$ cat src/rtl/matrix_frame_buffer_if.sv
// +--------------------------------------------------------------------------+
// | matrix_frame_buffer_if : producer/scanner bus for the LED frame buffer   |
// | Rev 1.0                                                                  |
// +--------------------------------------------------------------------------+
`default_nettype none

interface matrix_frame_buffer_if #(
  parameter int COLUMNS = 5,
  parameter int ROWS    = 7,
  parameter int COL_W   = 3
);
  logic               write_valid;
  logic               write_ready;
  logic [COL_W-1:0]   write_column;
  logic [ROWS-1:0]    write_rows;
  logic               write_error;
  logic               commit;
  logic               commit_pending;
  logic [COLUMNS-1:0] scan_column;
  logic               scan_advance;
  logic [ROWS-1:0]    display_rows;
  logic               frame_swapped;

  modport master (
    output write_valid, write_column, write_rows, commit, scan_column, scan_advance,
    input  write_ready, write_error, commit_pending, display_rows, frame_swapped
  );

  modport slave (
    input  write_valid, write_column, write_rows, commit, scan_column, scan_advance,
    output write_ready, write_error, commit_pending, display_rows, frame_swapped
  );
endinterface

`default_nettype wire

$ cat src/rtl/matrix_frame_buffer.sv
// +--------------------------------------------------------------------------+
// | matrix_frame_buffer : double-buffered 5x7 image store, frame-synced swap |
// | Rev 1.0                                                                  |
// +--------------------------------------------------------------------------+
`default_nettype none

module matrix_frame_buffer #(
  parameter int COLUMNS = 5,
  parameter int ROWS    = 7,
  parameter int COL_W   = 3
) (
  input  wire logic             clock,
  input  wire logic             reset_n,
  matrix_frame_buffer_if.slave  bus
);

  localparam logic [COL_W-1:0] c_LAST_COL = COL_W'(COLUMNS - 1);

  typedef enum logic [1:0] {
    S_IDLE    = 2'd0,
    S_PENDING = 2'd1,
    S_COPY    = 2'd2
  } state_t;

  state_t             r_state;
  state_t             w_state_next;
  logic [ROWS-1:0]    r_bank [2][COLUMNS];
  logic               r_front_sel;
  logic [COL_W-1:0]   r_copy_idx;
  logic               r_write_error;
  logic [ROWS-1:0]    r_display;

  logic               w_write_ready;
  logic               w_swap;
  logic               w_write_fire;
  logic               w_col_ok;
  logic               w_back_sel;
  logic [ROWS-1:0]    w_read_rows;
  logic               w_hit;
  logic               w_multi;

  assign w_back_sel   = ~r_front_sel;
  assign w_write_fire = bus.write_valid && w_write_ready;
  assign w_col_ok     = (bus.write_column <= c_LAST_COL);

  always_ff @(posedge clock) begin
    if (!reset_n) begin
      r_state <= S_IDLE;
    end else begin
      r_state <= w_state_next;
    end
  end

  always_comb begin
    w_state_next  = r_state;
    w_write_ready = 1'b0;
    w_swap        = 1'b0;
    case (r_state)
      S_IDLE: begin
        w_write_ready = 1'b1;
        if (bus.commit) begin
          w_state_next = S_PENDING;
        end
      end
      S_PENDING: begin
        // Swap only as the scanner wraps from the last column back to column 0.
        if (bus.scan_advance && bus.scan_column[COLUMNS-1]) begin
          w_swap       = 1'b1;
          w_state_next = S_COPY;
        end
      end
      S_COPY: begin
        if (r_copy_idx == c_LAST_COL) begin
          w_state_next = S_IDLE;
        end
      end
      default: w_state_next = S_IDLE;
    endcase
  end

  // Only an exactly one-hot scan selects a column; anything else blanks.
  always_comb begin
    w_read_rows = '0;
    w_hit       = 1'b0;
    w_multi     = 1'b0;
    for (int c = 0; c < COLUMNS; c++) begin
      if (bus.scan_column[c]) begin
        w_multi     = w_multi | w_hit;
        w_hit       = 1'b1;
        w_read_rows = r_bank[r_front_sel][c];
      end
    end
    if (w_multi) begin
      w_read_rows = '0;
    end
  end

  always_ff @(posedge clock) begin
    if (!reset_n) begin
      for (int c = 0; c < COLUMNS; c++) begin
        r_bank[0][c] <= '0;
        r_bank[1][c] <= '0;
      end
      r_front_sel   <= 1'b0;
      r_copy_idx    <= '0;
      r_write_error <= 1'b0;
      r_display     <= '0;
    end else begin
      r_write_error <= w_write_fire && !w_col_ok;
      r_display     <= w_read_rows;
      if (w_write_fire && w_col_ok) begin
        r_bank[w_back_sel][bus.write_column] <= bus.write_rows;
      end
      if (w_swap) begin
        r_front_sel <= ~r_front_sel;
        r_copy_idx  <= '0;
      end
      // Refresh the back bank from the new front so edits can be incremental.
      if (r_state == S_COPY) begin
        r_bank[w_back_sel][r_copy_idx] <= r_bank[r_front_sel][r_copy_idx];
        r_copy_idx                     <= r_copy_idx + 1'b1;
      end
    end
  end

  assign bus.write_ready    = w_write_ready;
  assign bus.write_error    = r_write_error;
  assign bus.commit_pending = (r_state != S_IDLE);
  assign bus.display_rows   = r_display;
  assign bus.frame_swapped  = w_swap;

endmodule

`default_nettype wire

$ cat src/flat_wrapper.sv
// flat-port wrapper written by rule: the top's interface ports become plain ports
module matrix_frame_buffer_flat 
#(
  parameter int COLUMNS = 5,
  parameter int ROWS    = 7,
  parameter int COL_W   = 3
)
  (clock, reset_n, bus_write_valid, bus_write_column, bus_write_rows, bus_commit, bus_scan_column, bus_scan_advance, bus_write_ready, bus_write_error, bus_commit_pending, bus_display_rows, bus_frame_swapped);
  matrix_frame_buffer_if #(.COLUMNS(COLUMNS), .ROWS(ROWS), .COL_W(COL_W)) bus_i ();
  input  wire logic clock;
  input  wire logic reset_n;
  input wire logic [$bits(bus_i.write_valid)-1:0] bus_write_valid;
  input wire logic [$bits(bus_i.write_column)-1:0] bus_write_column;
  input wire logic [$bits(bus_i.write_rows)-1:0] bus_write_rows;
  input wire logic [$bits(bus_i.commit)-1:0] bus_commit;
  input wire logic [$bits(bus_i.scan_column)-1:0] bus_scan_column;
  input wire logic [$bits(bus_i.scan_advance)-1:0] bus_scan_advance;
  output wire logic [$bits(bus_i.write_ready)-1:0] bus_write_ready;
  output wire logic [$bits(bus_i.write_error)-1:0] bus_write_error;
  output wire logic [$bits(bus_i.commit_pending)-1:0] bus_commit_pending;
  output wire logic [$bits(bus_i.display_rows)-1:0] bus_display_rows;
  output wire logic [$bits(bus_i.frame_swapped)-1:0] bus_frame_swapped;
  assign bus_i.write_valid = bus_write_valid;
  assign bus_i.write_column = bus_write_column;
  assign bus_i.write_rows = bus_write_rows;
  assign bus_i.commit = bus_commit;
  assign bus_i.scan_column = bus_scan_column;
  assign bus_i.scan_advance = bus_scan_advance;
  assign bus_write_ready = bus_i.write_ready;
  assign bus_write_error = bus_i.write_error;
  assign bus_commit_pending = bus_i.commit_pending;
  assign bus_display_rows = bus_i.display_rows;
  assign bus_frame_swapped = bus_i.frame_swapped;
  matrix_frame_buffer #(.COLUMNS(COLUMNS), .ROWS(ROWS), .COL_W(COL_W)) u_core (.clock(clock), .reset_n(reset_n), .bus(bus_i));
endmodule
$ cat config.mk
export PLATFORM = sky130hd
export DESIGN_NAME = matrix_frame_buffer_flat
export DESIGN_NICKNAME = d
export VERILOG_FILES = /design/src/rtl/matrix_frame_buffer_if.sv /design/src/rtl/matrix_frame_buffer.sv /design/src/flat_wrapper.sv
export SDC_FILE = /design/constraint.sdc
export NUM_CORES = 1
export LEC_CHECK = 0
export CORE_MARGIN = 2
export CORE_UTILIZATION = 36
export DETAILED_ROUTE_END_ITERATION = 6
export GPL_TIMING_DRIVEN = 1
export SLEW_MARGIN = 10
export SYNTH_ARGS = -nofsm -noshare
export SYNTH_HDL_FRONTEND = slang
export SYNTH_SLANG_ARGS = --single-unit
$ cat constraint.sdc
create_clock -name clock -period 4.02 [get_ports clock]
set_clock_uncertainty 0.05 [all_clocks]
set_input_delay 0.402 -clock clock [delete_from_list [all_inputs] [get_ports clock]]
set_output_delay 0.402 -clock clock [all_outputs]
set_load 0.005 [all_outputs]
Word level (Yosys, flattened, before mapping)
Memories as Yosys holds them, arrays and structs flattened. A register that Yosys moved wholly into a read port is not among the register bits.
Index checks and enable logic that the tools add are counted.
Word-level totals
  logic and storage cells: 149
  flip-flop bits (word level): 14
  memories kept: 1
  memory bits (writable): 70
  input port bits: 20
Memories
  u_core.r_bank: words 2, width 35, read ports 1, clocked after memory_dff 1, write ports 2, line matrix_frame_buffer.sv:27  | logic [ROWS-1:0] r_bank [2][COLUMNS];
Operators by class
  muxes and demuxes: 76
  bitwise operators: 42
  equality and inequality tests: 6
  magnitude comparators: 5
  reductions and logical operators: 13
  add/sub/neg operators: 1
Operators by type and width (number)
  two-way mux 35 bit: 4
  two-way mux 7 bit: 9
  two-way mux 1 bit: 54
  demux 7 bit (select 3 bit): 2
  bitwise OR 1 bit: 38
  OR reduction 35 bit: 1
  binary-select mux 7 bit (select 3 bit): 1
  >= comparator 4 bit, second input constant: 2
  < comparator 4 x 1 -> 1 bit, second input constant: 2
  inverter 3 -> 4 bit: 2
  logical AND 1 bit: 6
  two-way mux 2 bit: 3
  two-way mux 3 bit: 2
  one-hot mux 2 bit (3 select lines): 1
  inequality test 2 x 1 -> 1 bit, second input constant: 2
  nonzero test 2 bit: 2
  adder 3 x 1 -> 3 bit, second input constant: 1
  == test 3 bit, second input constant: 1
  less-or-equal comparator 3 bit, second input constant: 1
  AND reduction 3 bit: 1
  == test 2 x 1 -> 1 bit, second input constant: 1
  == test 2 bit, second input constant: 1
  logical NOT 2 bit: 1
  inequality test 2 bit, second input constant: 1
  other kinds (3): 4

Logic depth before layout (Yosys ltp)
Gate-level depths: netlist of the first run.
  word-level depth: 10
  mapped depth: 7
  gate-level depth less buffers: 4

Least setup slack after synthesis of the first run
No wires, ideal clock.
  kind: reg-to-reg
  start: reg u_core.r_state[0]
  end: mem u_core.r_bank[0][28] (netlist bit) (enable)
  buffers on the path: 2
  stages on the path, launching flop included: 7
  period minus slack after synthesis: 1876 ps
  arrival: 1526 ps
  setup time: 301 ps
  slack: 2144 ps
  cells stage by stage: dfxtp_1 > buf_4 > and4bb_1 > and2_1 > buf_2 > o21ai_1 > nand2_1
RTL lines
  from (decl): line matrix_frame_buffer.sv:25  | state_t r_state;
  from (signal assigned): line matrix_frame_buffer.sv:50  | r_state <= w_state_next;
  to (decl): line matrix_frame_buffer.sv:27

Worst setup path after layout of the first run
  start: in bus_scan_column[4]
  end: out bus_frame_swapped
Between the ends
  word-level cells in the longest chain between the ends: 3
RTL lines
  from (decl): line flat_wrapper.sv:16  | input wire logic [$bits(bus_i.scan_column)-1:0] bus_scan_column;
  logical AND 1 bit: line matrix_frame_buffer.sv:67  | if (bus.scan_advance && bus.scan_column[COLUMNS-1]) begin
  two-way mux 1 bit: line matrix_frame_buffer.sv:67
  two-way mux 1 bit: line matrix_frame_buffer.sv:58  | case (r_state)
  to (decl): line flat_wrapper.sv:22  | output wire logic [$bits(bus_i.frame_swapped)-1:0] bus_frame_swapped;
No other way between the ends.

==> results of run 1 <==
## registers in the layout, indices dropped and copies added (netlist names), named ones only
name,cells
u_core.r_bank,70
u_core.r_state,2
u_core.bus.display_rows,7
u_core.r_front_sel,1
u_core.bus.write_error,1
u_core.r_copy_idx,3
## layout make-up
cell class / count / area (um^2) / area share, %
clock inverter: 2 / 35.0 / 0.685
multi-input combinational: 280 / 1870 / 36.6
clock buffer: 14 / 244 / 4.77
sequential: 85 / 2400 / 47.0
inverter: 12 / 45.0 / 0.880
tap: 168 / 210 / 4.11
timing repair buffer: 31 / 308 / 6.02
## synthesized netlist by cell type, types with 3 or more instances
cell / instances / area share (%)
sky130_fd_sc_hd__clkbuf_1: 10 / 0.84
sky130_fd_sc_hd__buf_2: 5 / 0.56
sky130_fd_sc_hd__nor2b_1: 3 / 0.42
sky130_fd_sc_hd__buf_6: 8 / 2.0
sky130_fd_sc_hd__nand4_1: 14 / 1.9
sky130_fd_sc_hd__edfxtp_1: 70 / 47
sky130_fd_sc_hd__and3_1: 3 / 0.42
sky130_fd_sc_hd__buf_4: 3 / 0.50
sky130_fd_sc_hd__o21ai_0: 17 / 1.9
sky130_fd_sc_hd__inv_1: 11 / 0.92
sky130_fd_sc_hd__a22oi_1: 5 / 0.84
sky130_fd_sc_hd__nand2_1: 20 / 1.7
sky130_fd_sc_hd__nand3_1: 3 / 0.33
sky130_fd_sc_hd__mux2_2: 13 / 3.3
sky130_fd_sc_hd__mux2_4: 5 / 1.7
sky130_fd_sc_hd__nand2b_1: 3 / 0.42
sky130_fd_sc_hd__o21bai_2: 4 / 1.0
sky130_fd_sc_hd__a2111oi_1: 6 / 1.3
sky130_fd_sc_hd__and2_1: 5 / 0.70
sky130_fd_sc_hd__mux2i_1: 37 / 8.2
sky130_fd_sc_hd__a2111oi_0: 6 / 1.2
sky130_fd_sc_hd__dfxtp_1: 15 / 6.7
sky130_fd_sc_hd__nor2_1: 98 / 8.2
## how the worst max path moves through the flow
| stage | slack [ns] | depth (start not counted) | end | from |
|---|---|---|---|---|
| 6_report | 1.28 | 4 | bus_frame_swapped | bus_scan_column[4] |
| 5_1_grt | 1.11 | 4 | bus_frame_swapped | bus_scan_column[4] |
| 4_1_cts | 1.28 | 4 | bus_frame_swapped | bus_scan_column[4] |
| 3_5_place_dp | 1.16 | 6 | u_core.r_bank[1][10] | reset_n |
| 3_3_place_gp | 1.20 | 6 | u_core.r_bank[1][10] | reset_n |
| 2_1_floorplan | 2.14 | 6 | u_core.r_bank[0][28] | u_core.r_state[0] |
## routing by layer
| layer | vias to the layer above | share of wire [%] | routed length [um] | GRT usage, % |
|---|---|---|---|---|
| met4 | 0 | 1.3 | 145 | 5.40 |
| met2 | 139 | 48 | 5290 | 27.9 |
| met5 | - | 0 | 0 | 0 |
| li1 | 1499 | - | - | - |
| met1 | 1512 | 44 | 4820 | 23.5 |
| met3 | 16 | 6.7 | 738 | 4.18 |
## through the flow
step | power [uW] | utilization [%] | instances | hold WS (ns) | instance area [um^2]
detailed placement | 1200 | 39.9 | 576 | 0.562 | 4840
global placement | 1200 | 39.9 | 576 | 0.556 | 4840
floorplan | 1130 | - | 403 | 0.455 | 4490
finish | 1990 | 42.2 | 592 | 0.574 | 5120
CTS | 2000 | 42.2 | 592 | 0.558 | 5120
global route | 2050 | 42.2 | 592 | 0.610 | 5120
## power groups by stage
stage               Clock, uW  Sequential, uW  Combinational, uW
finish                    806            1010                176
global route              846            1010                190
CTS                       817            1010                174
detailed placement          0            1030                173
global placement            0            1030                173
floorplan                   0            1010                118
## kinds of logic (layout without fill, tap and decap cells)
group,after synthesis,after routing,share of synthesized area (%)
mux,55,55,13.2
flops,85,85,53.5
fa+ha+maj,3,3,0.780
compound gates,55,55,9.44
buf+inv,38,59,4.90
xor+xnor,2,2,0.390
simple gates,165,165,17.8
==> reports/summary.json, run 1 <==
{
  "reg2reg_setup_slack": {"value": 1.52, "unit": "ns"},
  "intPower": {"value": 1540, "unit": "uW"},
  "critical_path_buf_inv_count": {"value": 3},
  "worst_hold_startpoint": {"value": "u_core.r_state[1]"},
  "port_buffers": {"value": 30},
  "timing.max_slew.rel_slack": {"value": 30.9, "unit": "%"},
  "unrepaired_setup_endpoints_after_global_routing": {"value": "no"},
  "asyncSetResetFlopFracSynth": {"value": 0, "unit": "%"},
  "root_buffer": {"value": "sky130_fd_sc_hd__clkbuf_16"},
  "starting_utilization_of_the_core_area": {"value": 37.1, "unit": "%"},
  "synthesis.nets": {"value": 425},
  "num_antenna_cells": {"value": 0},
  "timing.final.hold_violations": {"value": 0},
  "vdd.ir_drop.worst": {"value": 0.000181, "unit": "V"},
  "cts_sinks": {"value": 85},
  "netlist_area": {"value": 4490, "unit": "um^2"},
  "grt.overflow.total": {"value": 0},
  "clock_power_share": {"value": 40.5, "unit": "%"},
  "synthToLayoutAreaGrowth": {"value": 13.9, "unit": "%"},
  "drv_cap": {"value": 0},
  "critPathMaxFanout": {"value": 19},
  "post_synthesis_cells": {"value": 403},
  "syn_area_per_cell": {"value": 11.1, "unit": "um^2"},
  "grt_start_max_net_pins": {"value": 36},
  "required": {"value": 3.57, "unit": "ns"},
  "final_layout_size_suffix_gt1_share": {"value": 11.1, "unit": "%"},
  "crit_path_cell_trace": {"value": "clkdlybuf4s50_1, nand4b_1, inv_1, clkdlybuf4s50_1"},
  "crit_path_max_incr_delay": {"value": 0.89, "unit": "ns"},
  "worst-endpoint-arrival": {"value": 2.29, "unit": "ns"},
  "fmax": {"value": 0.365, "unit": "GHz"},
  "combinationalPowerShare": {"value": 8.8, "unit": "%"},
  "layout_commonest_cell": {"value": "sky130_fd_sc_hd__nor2_1"},
  "hold_path.class": {"value": "register to register"},
  "boundaryPins": {"value": 31},
  "clk-insertion-delay-late": {"value": 0.35, "unit": "ns"},
  "postRouteWirelength": {"value": 11000, "unit": "um"},
  "coreArea": {"value": 12100, "unit": "um^2"},
  "grt_pass1_wl": {"value": 17100, "unit": "um"},
  "cts_tree": {"value": "done"},
  "setup_tns": {"value": 0, "unit": "ns"},
  "setup_viol": {"value": 0},
  "share_seq_of_total_power": {"value": 50.7, "unit": "%"},
  "cp-start-kind": {"value": "input port"},
  "cts_made_buffers": {"value": 9},
  "die-height": {"value": 116, "unit": "um"},
  "power.switching_fraction": {"value": 22.6, "unit": "%"},
  "ys_ff_latch": {"value": 85},
  "timing.critical_path.max_delay_family": {"value": "buffers and inverters"},
  "finalMaxSlewViolations": {"value": 0},
  "min_period_over_period": {"value": 68.2, "unit": "%"},
  "layout.nets": {"value": 441},
  "worst-slew-pin-transition": {"value": 1.04, "unit": "ns"},
  "drt-initial-drc-count": {"value": 166},
  "count_of_fill_cells_added_during_filler_insertion": {"value": 1179},
  "dp_slack": {"value": 1.16, "unit": "ns"},
  "r2r_depth": {"value": 4},
  "timing.setup.critical_path_class": {"value": "input port to output pin"},
  "htreeDepth": {"value": 3},
  "via_count": {"value": 3166},
  "die_width": {"value": 116, "unit": "um"},
  "fp-row-count": {"value": 40},
  "netSwitchingPower": {"value": 450, "unit": "uW"},
  "yosysWarnings": {"value": 0},
  "p_per_area": {"value": 389, "unit": "nW/um^2"},
  "cts_setup_buffers": {"value": 0},
  "layout.cells.most_common_list": {"value": "sky130_fd_sc_hd__nor2_1, sky130_fd_sc_hd__edfxtp_1, sky130_fd_sc_hd__mux2i_1"},
  "all_layer_global_routing_usage": {"value": 17.4, "unit": "%"},
  "drtPass1Iterations": {"value": 5},
  "p_leak": {"value": 0.00176, "unit": "uW"},
  "critical_path.reg2reg.endpoint": {"value": "u_core.bus.display_rows[3]"},
  "synth_enable_flop_cells": {"value": 70},
  "sequential_cell_area_fraction_in_the_yosys_report": {"value": 53.5, "unit": "%"},
  "path_common_cell": {"value": "sky130_fd_sc_hd__clkdlybuf4s50_1"},
  "dieArea": {"value": 13400, "unit": "um^2"},
  "grt_antenna_before_repair": {"value": 0},
  "drt.antenna.violating_nets": {"value": 0},
  "library_cell_contributing_the_largest_single_delay_on_the_critical_path": {"value": "sky130_fd_sc_hd__clkdlybuf4s50_1"},
  "wire_per_inst": {"value": 18.6, "unit": "um"},
  "grt_pass1_vias": {"value": 3075},
  "route.detailed.drc": {"value": 0},
  "cts_buffer_depth": {"value": 2},
  "end_kind": {"value": "output pin"},
  "hold-path-endpoint": {"value": "u_core.r_state[0]"},
  "clk_transition_reported_paths": {"value": 0.06, "unit": "ns"},
  "setup_ws_final": {"value": 1.28, "unit": "ns"},
  "number_of_resized_instances_in_the_post_cts_repair_step": {"value": 0},
  "avgViaCountPerCell": {"value": 5.35},
  "dp_hpwl": {"value": 8190, "unit": "um"},
  "cts.hold.buffers_added": {"value": 0},
  "gp_congestion": {"value": 0.790},
  "ys_dominant_reg_cell": {"value": "sky130_fd_sc_hd__edfxtp_1"},
  "post_synth_num_cell_types": {"value": 52},
  "minimum_clock_period": {"value": 2.74, "unit": "ns"},
  "hold_depth": {"value": 1},
  "run_status": {"value": "completed"}
}
(Power assumes the default switching activity.)
==> inputs of run 2 (changes only) <==
Clock period 4.02 ns to 2.3 ns, I/O delays scaled along.
==> run 2 against run 1 <==
  * Clock-buffer cell count grew 1
  * Via count grew 3.7%
  * Global-route usage grew 0.60 points
==> reports/summary.json, run 2 (synthesis results as in run 1) <==
{
  "dp_hpwl": {"value": 8250, "unit": "um"},
  "globalRouteMet2Util": {"value": 27.4, "unit": "%"},
  "route.detailed.drc": {"value": 0},
  "htreeDepth": {"value": 3},
  "p_per_area": {"value": 638, "unit": "nW/um^2"},
  "unrepaired_setup_endpoints_after_global_routing": {"value": "no"},
  "placed_cells": {"value": 619},
  "wire_per_inst": {"value": 17.6, "unit": "um"},
  "required": {"value": 2.45, "unit": "ns"},
  "cts_sinks": {"value": 85},
  "layout.nets": {"value": 484},
  "largest_register_ff_count": {"value": 70},
  "grt_use_met1": {"value": 24.6, "unit": "%"},
  "all_layer_global_routing_usage": {"value": 18.0, "unit": "%"},
  "drt.antenna.violating_nets": {"value": 0},
  "end_kind": {"value": "register"},
  "cts_buffer_depth": {"value": 2},
  "intPower": {"value": 2700, "unit": "uW"},
  "number_of_resized_instances_in_the_post_cts_repair_step": {"value": 0},
  "worst-endpoint-arrival": {"value": 2.30, "unit": "ns"},
  "timing.setup.critical_path_class": {"value": "input port to register"},
  "setup_ws_final": {"value": 0.150, "unit": "ns"},
  "grt_pass1_wl": {"value": 17500, "unit": "um"},
  "fp-row-count": {"value": 40},
  "cts.hold.buffers_added": {"value": 0},
  "fmax": {"value": 0.465, "unit": "GHz"},
  "grt_pass1_vias": {"value": 3181},
  "grt_start_max_net_pins": {"value": 19},
  "count_of_fill_cells_added_during_filler_insertion": {"value": 1171},
  "netSwitchingPower": {"value": 787, "unit": "uW"},
  "crit_path_max_incr_delay": {"value": 0.66, "unit": "ns"},
  "power.switching_fraction": {"value": 22.6, "unit": "%"},
  "finalMaxSlewViolations": {"value": 0},
  "starting_utilization_of_the_core_area": {"value": 37.1, "unit": "%"},
  "coreArea": {"value": 12100, "unit": "um^2"},
  "met3_use_gr": {"value": 4.97, "unit": "%"},
  "drtPass1Iterations": {"value": 4},
  "critPathMaxFanout": {"value": 7},
  "top_usage_layer": {"value": "met2"},
  "drv_cap": {"value": 0},
  "layout.cells.most_common_list": {"value": "sky130_fd_sc_hd__nor2_1, sky130_fd_sc_hd__edfxtp_1, sky130_fd_sc_hd__buf_4"},
  "run_status": {"value": "completed"},
  "cp-start-kind": {"value": "input port"},
  "share_seq_of_total_power": {"value": 50.1, "unit": "%"},
  "cts_made_buffers": {"value": 9},
  "port_buffers": {"value": 30},
  "drt-initial-drc-count": {"value": 232},
  "multiInputGateArea": {"value": 1870, "unit": "um^2"},
  "avgViaCountPerCell": {"value": 5.17},
  "dieArea": {"value": 13400, "unit": "um^2"},
  "clk-insertion-delay-late": {"value": 0.35, "unit": "ns"},
  "die_width": {"value": 116, "unit": "um"},
  "seqCellArea": {"value": 2400, "unit": "um^2"},
  "timing.critical_path.max_delay_family": {"value": "buffers and inverters"},
  "clk_transition_reported_paths": {"value": 0.06, "unit": "ns"},
  "crit_path_cell_trace": {"value": "clkdlybuf4s50_1, buf_4, nand2b_1, nor2_1, a2111oi_0, buf_4, a2111oi_1"},
  "root_buffer": {"value": "sky130_fd_sc_hd__clkbuf_16"},
  "postRouteWirelength": {"value": 11200, "unit": "um"},
  "min_period_over_period": {"value": 93.5, "unit": "%"},
  "num_antenna_cells": {"value": 0},
  "setup_tns": {"value": 0, "unit": "ns"},
  "timing.max_slew.rel_slack": {"value": 50.9, "unit": "%"},
  "library_cell_contributing_the_largest_single_delay_on_the_critical_path": {"value": "sky130_fd_sc_hd__clkdlybuf4s50_1"},
  "path_common_cell": {"value": "sky130_fd_sc_hd__buf_4"},
  "final_layout_size_suffix_gt1_share": {"value": 19.7, "unit": "%"},
  "via_count": {"value": 3283},
  "total_power": {"value": 3490, "unit": "uW"},
  "boundaryPins": {"value": 31},
  "hold_path.class": {"value": "input port to register"},
  "synthToLayoutAreaGrowth": {"value": 21.7, "unit": "%"},
  "minimum_clock_period": {"value": 2.15, "unit": "ns"},
  "grt_antenna_before_repair": {"value": 0},
  "gp_congestion": {"value": 0.837},
  "critical_path_buf_inv_count": {"value": 3},
  "vdd.ir_drop.worst": {"value": 0.000405, "unit": "V"},
  "cts_setup_buffers": {"value": 0},
  "die-height": {"value": 116, "unit": "um"},
  "clock_power_share": {"value": 39.6, "unit": "%"},
  "combinationalPowerShare": {"value": 10.3, "unit": "%"},
  "final_cells": {"value": 635},
  "dp_slack": {"value": -0.164, "unit": "ns"},
  "p_leak": {"value": 0.00198, "unit": "uW"},
  "layout_commonest_cell": {"value": "sky130_fd_sc_hd__nor2_1"},
  "setup_viol": {"value": 0},
  "largest-register": {"value": "u_core.r_bank"},
  "grt.overflow.total": {"value": 0},
  "worst-slew-pin-transition": {"value": 0.719, "unit": "ns"},
  "timing.final.hold_violations": {"value": 0},
  "cts_tree": {"value": "done"}
}
-- run 2: worst min-delay path: cells and delay by family --
family	cells	cell delay, ns
AO/OA/AOI/OAI	1	0.14
buffers and inverters	1	0.39
AND/OR/NAND/NOR	1	0.05
-- run 2: final timing paths --
check / cells after the start / from / endpoint / slack, ns
worst max-delay path: 7 / bus_scan_column[1] / u_core.bus.display_rows[4] / 0.15
worst min-delay path: 3 / bus_commit / u_core.r_state[0] / 0.45
worst max register to register: 5 / register / u_core.bus.display_rows[4] / 0.20
worst min register to register: 1 / u_core.r_state[1] / u_core.r_state[0] / 0.56
-- run 2: layer usage --
layer  share of wire (%)  wire, um
met4                 2.3       256
met2                  46      5170
met1                  45      5020
met5                   0         0
met3                 6.3       705
-- run 2: power groups by stage --
stage	Combinational, uW	Sequential, uW	Clock [uW]
2_1_floorplan	207	1760	0
4_1_cts	360	1750	1400
6_report	359	1750	1380
5_1_grt	388	1750	1460
3_3_place_gp	355	1780	0
3_5_place_dp	358	1780	0
-- run 2: metrics by stage --
step / utilization (%) / cell area, um^2 / hold slack, ns
floorplan: - / 4490 / 0.299
global placement: 42.8 / 5180 / 0.550
detailed placement: 42.8 / 5180 / 0.549
CTS: 45.1 / 5470 / 0.449
global route: 45.1 / 5470 / 0.509
finish: 45.1 / 5470 / 0.455
-- run 2: final cells by class --
type,instances,share of cell area [%]
Sequential cell,85,44.0
Multi-Input combinational cell,280,34.2
Timing Repair Buffer,74,12.0
Clock buffer,15,5.08
Tap cell,168,3.84
Inverter,12,0.824
Clock inverter,1,0.0915
